==> src/rtl/mantissa_adder_if.sv <==
// mantissa_adder_if: adder callee handshake between the FP adder controller and the mantissa adder.
interface mantissa_adder_if #(parameter int WIDTH = 24);
    logic [WIDTH-1:0] Adder_datain1;
    logic [WIDTH-1:0] Adder_datain2;
    logic             Adder_valid;
    logic [WIDTH-1:0] Adder_dataout;
    logic             Adder_carryout;
    logic [1:0]       Adder_Exc;
    logic             Adder_ack;
    modport master (
        output Adder_datain1, Adder_datain2, Adder_valid,
        input  Adder_dataout, Adder_carryout, Adder_Exc, Adder_ack
    );
    modport slave (
        input  Adder_datain1, Adder_datain2, Adder_valid,
        output Adder_dataout, Adder_carryout, Adder_Exc, Adder_ack
    );
endinterface

==> src/rtl/mantissa_adder.sv <==
// mantissa_adder: chunk-serial unsigned adder, LSB chunk first, with registered inter-chunk carry.
module mantissa_adder #(
    parameter int WIDTH = 24,
    parameter int CHUNK = 8
) (
    input logic CLK,
    input logic RSTn,
    mantissa_adder_if.slave bus
);
    localparam int N  = WIDTH / CHUNK;
    localparam int KW = $clog2(N + 1);
    localparam int CW = CHUNK + 1;
    typedef enum logic [1:0] {IDLE, CALC, DONE} state_t;
    state_t state, state_nx;
    logic [WIDTH-1:0] a, b, sum, sum_nx;
    logic carry, last;
    logic [KW-1:0] k;
    logic [CHUNK:0] chunk;
    always_comb begin
        last = k == KW'(N - 1);
        chunk = {1'b0, a[k*CHUNK +: CHUNK]} + {1'b0, b[k*CHUNK +: CHUNK]} + CW'(carry);
        sum_nx = sum;
        sum_nx[k*CHUNK +: CHUNK] = chunk[CHUNK-1:0];
    end
    always_ff @(posedge CLK)
        if (RSTn) state <= IDLE;
        else      state <= state_nx;
    always_comb
        state_nx = state == IDLE ? (bus.Adder_valid ? CALC : IDLE) :
                   state == CALC ? (!bus.Adder_valid ? IDLE : last ? DONE : CALC) :
                   (bus.Adder_valid ? DONE : IDLE);
    always_comb bus.Adder_ack = state == DONE;
    // Results publish only on the final chunk edge; an abort leaves them untouched.
    always_ff @(posedge CLK) begin
        if (RSTn) begin
            a <= '0;
            b <= '0;
            sum <= '0;
            carry <= 1'b0;
            k <= '0;
            bus.Adder_dataout <= '0;
            bus.Adder_carryout <= 1'b0;
            bus.Adder_Exc <= 2'b00;
        end else if (state == IDLE && bus.Adder_valid) begin
            a <= bus.Adder_datain1;
            b <= bus.Adder_datain2;
            sum <= '0;
            carry <= 1'b0;
            k <= '0;
        end else if (state == CALC && bus.Adder_valid) begin
            sum <= sum_nx;
            carry <= chunk[CHUNK];
            k <= k + 1'b1;
            if (last) begin
                bus.Adder_dataout <= sum_nx;
                bus.Adder_carryout <= chunk[CHUNK];
                bus.Adder_Exc <= (sum_nx == '0 && !chunk[CHUNK]) ? 2'b01 : 2'b00;
            end
        end
    end
endmodule

==> src/flat_wrapper.sv <==
// flat-port wrapper written by rule: the top's interface ports become plain ports
module mantissa_adder_flat 
#(
    parameter int WIDTH = 24,
    parameter int CHUNK = 8
)
  (CLK, RSTn, bus_Adder_datain1, bus_Adder_datain2, bus_Adder_valid, bus_Adder_dataout, bus_Adder_carryout, bus_Adder_Exc, bus_Adder_ack);
  mantissa_adder_if #(.WIDTH(WIDTH)) bus_i ();
  input logic CLK;
  input logic RSTn;
  input wire logic [$bits(bus_i.Adder_datain1)-1:0] bus_Adder_datain1;
  input wire logic [$bits(bus_i.Adder_datain2)-1:0] bus_Adder_datain2;
  input wire logic [$bits(bus_i.Adder_valid)-1:0] bus_Adder_valid;
  output wire logic [$bits(bus_i.Adder_dataout)-1:0] bus_Adder_dataout;
  output wire logic [$bits(bus_i.Adder_carryout)-1:0] bus_Adder_carryout;
  output wire logic [$bits(bus_i.Adder_Exc)-1:0] bus_Adder_Exc;
  output wire logic [$bits(bus_i.Adder_ack)-1:0] bus_Adder_ack;
  assign bus_i.Adder_datain1 = bus_Adder_datain1;
  assign bus_i.Adder_datain2 = bus_Adder_datain2;
  assign bus_i.Adder_valid = bus_Adder_valid;
  assign bus_Adder_dataout = bus_i.Adder_dataout;
  assign bus_Adder_carryout = bus_i.Adder_carryout;
  assign bus_Adder_Exc = bus_i.Adder_Exc;
  assign bus_Adder_ack = bus_i.Adder_ack;
  mantissa_adder #(.WIDTH(WIDTH), .CHUNK(CHUNK)) u_core (.CLK(CLK), .RSTn(RSTn), .bus(bus_i));
endmodule
==> config.mk <==
export PLATFORM = sky130hd
export DESIGN_NAME = mantissa_adder_flat
export DESIGN_NICKNAME = d
export VERILOG_FILES = /design/src/rtl/mantissa_adder_if.sv /design/src/rtl/mantissa_adder.sv /design/src/flat_wrapper.sv
export SDC_FILE = /design/constraint.sdc
export NUM_CORES = 1
export LEC_CHECK = 0
export BUFFER_PORTS_ARGS = -buffer_cell sky130_fd_sc_hd__buf_4
export CORE_MARGIN = 2
export CORE_UTILIZATION = 56
export CTS_CLUSTER_DIAMETER = 30
export DETAILED_ROUTE_END_ITERATION = 6
export PLACE_DENSITY = 0.77
export SETUP_SLACK_MARGIN = 0.02
export SYNTH_ARGS = -nofsm -noshare
export SYNTH_HDL_FRONTEND = slang
export SYNTH_SLANG_ARGS = --single-unit
==> constraint.sdc <==
create_clock -name CLK -period 6.7 [get_ports CLK]
set_input_delay 2.01 -clock CLK [delete_from_list [all_inputs] [get_ports CLK]]
set_output_delay 2.01 -clock CLK [all_outputs]
set_load 0.05 [all_outputs]
# ---- After elaboration in Yosys (flattened, before gate mapping)
# Cells that the tools add are included.
dict set report word_totals {
  elab_cells 37
  regBits 104
  out_inout_bits 28
  in_bits 51
}
dict set report classes {
  addsub 4
  eq_ne 3
  shifts 4
  n_bitwise 1
  n_reduce_logical 8
  n_mux 8
}
# operator n
set op_table {}
lappend op_table {{24-bit by 6-bit indexed part select with 8-bit output} 2}
lappend op_table {{5-bit negator with 34-bit output} 1}
lappend op_table {{8-bit by 34-bit variable shift with 24-bit output, first input constant} 1}
lappend op_table {{8-bit by 34-bit indexed part select with 24-bit output} 1}
lappend op_table {{24-bit bitwise mux} 1}
lappend op_table {{24-bit logical NOT} 1}
lappend op_table {{2-bit 2-to-1 mux} 5}
lappend op_table {{8-bit by 8-bit adder with 9-bit output} 1}
lappend op_table {{9-bit by 1-bit adder with 9-bit output} 1}
lappend op_table {{2-bit equality test, second input constant} 2}
lappend op_table {{1-bit logical AND} 3}
lappend op_table {{3-bit AND reduction} 1}
lappend op_table {{2-bit by 1-bit adder with 2-bit output, second input constant} 1}
lappend op_table {{2-bit by 1-bit equality test with 1-bit output, second input constant} 1}
lappend op_table {{2-bit logical NOT} 1}
lappend op_table {{1-bit 2-to-1 mux} 2}
lappend op_table {{2-bit OR reduction} 1}
lappend op_table {{1-bit logical NOT} 1}
lappend op_table {{1-bit inverter} 1}

# ---- Depth between registers and ports, before layout
dict set report logic_depth {
  word_depth 8
  depth_mapped 13
  ltp_nobuf 12
}

# ---- Worst setup path after synthesis
# OpenSTA, ideal clock, no wires.
dict set report synth_timing {
  kind {input to register}
  start {in bus_Adder_valid}
  end {reg u_core.bus.Adder_dataout[12]}
  arrival_ps 3017
  setup_ps 137
  path_slack_ps 3546
  path_stages 6
  path_buffers 2
  cell_sequence {nand2b_1 -> nor2_1 -> and2_1 -> clkbuf_1 -> clkbuf_1 -> a211oi_1}
}
dict set report synth_between {
  elab_chain_len 3
  word_cells_on_any_way 4
}
# item line
set synth_lines {}
lappend synth_lines {{from (decl)} flat_wrapper.sv:13} ;# input wire logic [$bits(bus_i.Adder_valid)-1:0] bus_Adder_valid;
lappend synth_lines {{1-bit logical AND} mantissa_adder.sv:44} ;# end else if (state == IDLE && bus.Adder_valid) begin
lappend synth_lines {{1-bit inverter (no source line)} -}
lappend synth_lines {{3-bit AND reduction (no source line) (*)} -}
lappend synth_lines {{to (signal assigned)} mantissa_adder.sv:55} ;# bus.Adder_dataout <= sum_nx;
lappend synth_lines {{to (decl)} mantissa_adder_if.sv:16} ;# output Adder_dataout, Adder_carryout, Adder_Exc, Adder_ack
# Every way passes the cells marked *; elsewhere a longest branch is shown, timed or not.
# A chain may end at the register's enable or synchronous reset.

# ---- Worst setup path after layout
dict set report layout_timing {
  start {reg u_core.k[0]}
  end {reg u_core.bus.Adder_Exc[0]}
}
dict set report layout_between {
  elab_chain_len 8
  word_cells_on_any_way 14
}
# item line
set layout_lines {}
lappend layout_lines {{from (decl)} mantissa_adder.sv:17} ;# logic [KW-1:0] k;
lappend layout_lines {{from (signal assigned)} mantissa_adder.sv:53} ;# k <= k + 1'b1;
lappend layout_lines {{24-bit by 6-bit indexed part select with 8-bit output} mantissa_adder.sv:21} ;# chunk = {1'b0, a[k*CHUNK +: CHUNK]} + {1'b0, b[k*CHUNK +: CHUNK]} + CW'(carry);
lappend layout_lines {{8-bit by 8-bit adder with 9-bit output} mantissa_adder.sv:21}
lappend layout_lines {{9-bit by 1-bit adder with 9-bit output} mantissa_adder.sv:21}
lappend layout_lines {{8-bit by 34-bit indexed part select with 24-bit output} mantissa_adder.sv:23} ;# sum_nx[k*CHUNK +: CHUNK] = chunk[CHUNK-1:0];
lappend layout_lines {{24-bit bitwise mux} mantissa_adder.sv:23}
lappend layout_lines {{24-bit logical NOT} mantissa_adder.sv:57} ;# bus.Adder_Exc <= (sum_nx == '0 && !chunk[CHUNK]) ? 2'b01 : 2'b00;
lappend layout_lines {{1-bit logical AND} mantissa_adder.sv:57}
lappend layout_lines {{1-bit 2-to-1 mux} mantissa_adder.sv:57}
lappend layout_lines {{to (signal assigned)} mantissa_adder.sv:57}
lappend layout_lines {{to (decl)} mantissa_adder_if.sv:16}
# Parallel ways exist; a longest one is shown, timed or not.

==> run summary <==
### Timing
- 0.01221 ns — Final Skew
- 261.5 MHz — upper clock frequency limit
- 21.76% — max_slew headroom
- no — unrepaired setup endpoints after global routing
- 0 ns — setup total negative slack
- 0 — number of slew-limit violations in the final report
- 57.09% — part of the cycle the worst path needs
- 0 — number of failing hold endpoints at the final stage
- 3.825 ns — minimum clock period
- 1.174 ns — transition at the pin with the smallest max-transition slack
- 0.4605 ns — Final Hold Slack
- 0 — number of setup violations in the final report

### Detailed routing
- 0 — Antenna Violating Nets Remaining
- 11,120 µm — wire length reported by the detailed router
- 189 — iteration-0 DRC count of the detailed router
- 4,271 — total number of vias
- 0 — DR DRC count
- 6 — number of detailed-route iterations in the first pass
- 15.09 µm — routed length per placed instance
- 5.795 — ratio of routed vias to standard cells

### Synth
- 103 — flops & latches, synth
- 4737 µm² — summed instance area of the synthesized netlist
- 43.53% — share of synthesized area occupied by flip-flops and latches
- 0 — number of synthesized flops with an enable pin
- 0 — number of warnings issued by yosys
- 0% — share of synthesized registers carrying an async set or reset
- 8.267 µm² — Syn Area/Cell
- 54 — count of cell types in the netlist
- 638 — synthesized net count
- sky130_fd_sc_hd__dfxtp_1 — Post-synth top flop
- 573 — Mapped Cells

### Run status
- finished clean — status

### Layout
- 17.88% — share of final-layout standard cells stronger than drive strength 1
- 2490 µm² — multi-input combinational cell area
- 2062 µm² — Sequential Area
- 712 — FILL cells
- 67.17% — final core utilization
- 16.51% — synthesis-to-finish area growth
- 0 — n_diodes
- 692 — final-stage net count

### Clock network
- yes — CTS tree
- 0.37 ns — insertion delay of the later-clocked pin in the worst-skew pair
- 9 — Inserted Clock Buffers
- 2 — Max clock buf depth
- 0 — post-CTS setup buffer count
- 103 — number of clock sinks
- sky130_fd_sc_hd__clkbuf_8 — library cell used as clock root buffer
- 0.11 ns — clk slew on worst S/H paths
- 3 — number of H-tree levels
- 0 — CTS resizes
- 0 — number of hold-repair buffers added at the cts stage

### Global route
- 42.72% — routing usage on met2
- 18,370 µm — global-route wire length before repair
- 5.560% — met3 routing resource usage after global routing
- 0 — number of antenna violations at the first check in global routing
- 79 — largest net degree at the start of global routing
- met2 — most heavily used metal layer in global routing
- 3,997 — via count of the first global-routing pass
- 25.46% — global routing usage summed across all routing layers
- 31.11% — global-route met1 utilization
- 0 — remaining global-route overflow

### Floorplan
- 9210 µm² — floorplan die area
- 8217 µm² — Core Footprint
- 79 — ports placed on the boundary
- 57.65% — starting density of the core
- 95.97 µm — die boundary width
- 33 — Cell Rows
- 95.97 µm — y dimension of the die

### Setup path
- u_core.k[0] — source of the worst register-to-register timing path
- 26 — CP Max Fanout
- register — critical path endpoint category
- register — startpoint type of the worst setup path
- 7.00 ns — CP Data Required Time
- register to register — worst setup path category
- 4.12 ns — worst endpoint data arrival time
- u_core.k[0] — startpoint of the worst setup timing path

### Min path
- u_core.a[4] — launch point of the worst hold path
- register to register — min-delay worst type

### Power
- 136.7 µV — peak supply drop
- 213.1 nW/µm² — power density over the cells
- 2.110 nW — Static Leak

### Placed design
- 7687 µm — placed wire-length estimate after detailed placement
- 77 — PortBufs
- 0.8917 — Placer Congestion

### Flow run
- 0 — Max Cap Viol

## cells by family after synthesis
group                    share of synthesized area, %
buffers and inverters                           4.121
multiplexers                                    4.279
flip-flops                                      43.53
AO/OA/AOI/OAI                                   21.76
XOR/XNOR                                       0.9246
AND/OR/NAND/NOR                                 21.29
other                                         0.07916
adder cells (fa/ha/maj)                         4.015
## metrics by stage
stage | instances | setup WS (ns) | power, mW | area (µm²)
6_report | 737 | 2.875 | 1.176 | 5519
5_1_grt | 737 | 2.690 | 1.232 | 5519
4_1_cts | 737 | 2.890 | 1.181 | 5519
3_5_place_dp | 721 | 2.571 | 0.8123 | 5329
3_3_place_gp | 721 | 2.654 | 0.8082 | 5329
2_1_floorplan | 573 | 3.546 | 0.7584 | 4737
## cell usage in the layout (no fill, tap or decap), types with 4 or more instances in the layout
cell and count:
sky130_fd_sc_hd__a22oi_1 14, sky130_fd_sc_hd__nor3_1 13, sky130_fd_sc_hd__inv_1 5, sky130_fd_sc_hd__o21ai_0 22
sky130_fd_sc_hd__a32oi_1 5, sky130_fd_sc_hd__nand2_1 119, sky130_fd_sc_hd__a221oi_1 10, sky130_fd_sc_hd__dfxtp_1 103
sky130_fd_sc_hd__ha_1 12, sky130_fd_sc_hd__nand2b_1 4, sky130_fd_sc_hd__a21oi_1 52, sky130_fd_sc_hd__a21o_1 4
sky130_fd_sc_hd__buf_4 83, sky130_fd_sc_hd__nor2_1 60, sky130_fd_sc_hd__mux2i_1 18, sky130_fd_sc_hd__o21ai_1 4
sky130_fd_sc_hd__nor2b_1 5, sky130_fd_sc_hd__clkbuf_8 10, sky130_fd_sc_hd__a211oi_1 29, sky130_fd_sc_hd__and2_1 4
## power breakdown
group          switching [mW]  internal (mW)  leakage, nW  total (mW)
Sequential             0.0112          0.632        0.838       0.643
Clock                   0.225          0.151       0.0910       0.375
Combinational          0.0959         0.0621         1.18       0.158
Total                   0.332          0.844         2.11        1.18
## area by class of cell
cell class	count	area share, %
Multi-Input combinational cell	424	45.11
Sequential cell	103	37.36
Timing Repair Buffer	83	11.29
Clock buffer	10	2.494
Tap cell	105	2.380
Clock inverter	6	0.9522
Inverter	6	0.4081
## registers in the layout, summed over array words and instances, names as in the netlist
signal,count
u_core.a,24
u_core.b,24
u_core.bus.Adder_dataout,24
u_core.sum,24
u_core.k,2
u_core.state,2
u_core.bus.Adder_Exc,1
u_core.bus.Adder_carryout,1
u_core.carry,1
## Yosys cell counts (all sizes together) (2+ instances only)
library cell	n	area share (%)
and3	3	0.40
mux2i	19	4.3
inv	6	0.48
a21oi	52	5.5
o21ai	26	2.7
clkbuf	24	1.9
nand2	119	9.4
a31oi	3	0.40
buf	16	1.7
a21o	4	0.63
xor2	2	0.37
nand2b	4	0.53
fa	2	0.85
and2	4	0.53
ha	12	3.2
nor3	13	1.4
nor4bb	2	0.42
or4	2	0.40
nand3	2	0.21
nor2	62	4.9
a211oi	30	4.9
nand3b	3	0.48
nor2b	5	0.66
xnor2	3	0.55
a221oi	11	2.2
a32oi	5	0.92
nor3b	3	0.48
dfxtp	103	44
nor4	2	0.53
a22oi	16	2.7
## worst paths after layout
kind,slack (ns),cells past startpoint,to
setup / recovery,2.88,14,u_core.bus.Adder_Exc[0]
hold / removal,0.46,2,u_core.a[4]
setup reg to reg,2.88,14,u_core.bus.Adder_Exc[0]
hold reg to reg,0.46,2,u_core.a[4]
## critical path, stage by stage (launching register included)
cell	delay (ns)
sky130_fd_sc_hd__dfxtp_1	0.31
sky130_fd_sc_hd__buf_4	0.20
sky130_fd_sc_hd__inv_1	0.17
sky130_fd_sc_hd__nor2_1	0.07
sky130_fd_sc_hd__buf_4	0.19
sky130_fd_sc_hd__nand2_1	0.10
sky130_fd_sc_hd__o21ai_0	0.15
sky130_fd_sc_hd__fa_1	0.51
sky130_fd_sc_hd__fa_1	0.48
sky130_fd_sc_hd__a211oi_2	0.39
sky130_fd_sc_hd__o21ai_0	0.17
sky130_fd_sc_hd__a31oi_1	0.43
sky130_fd_sc_hd__and3_1	0.24
sky130_fd_sc_hd__nand4_1	0.12
sky130_fd_sc_hd__o31ai_2	0.18
## per-layer routing
layer  wire length [µm]  part of all wire [%]
met3                598                   5.4
met4                325                   2.9
met2               5654                    51
met1               4544                    41
met5                  0                     0
No activity file was read; power rests on OpenSTA's default activity.
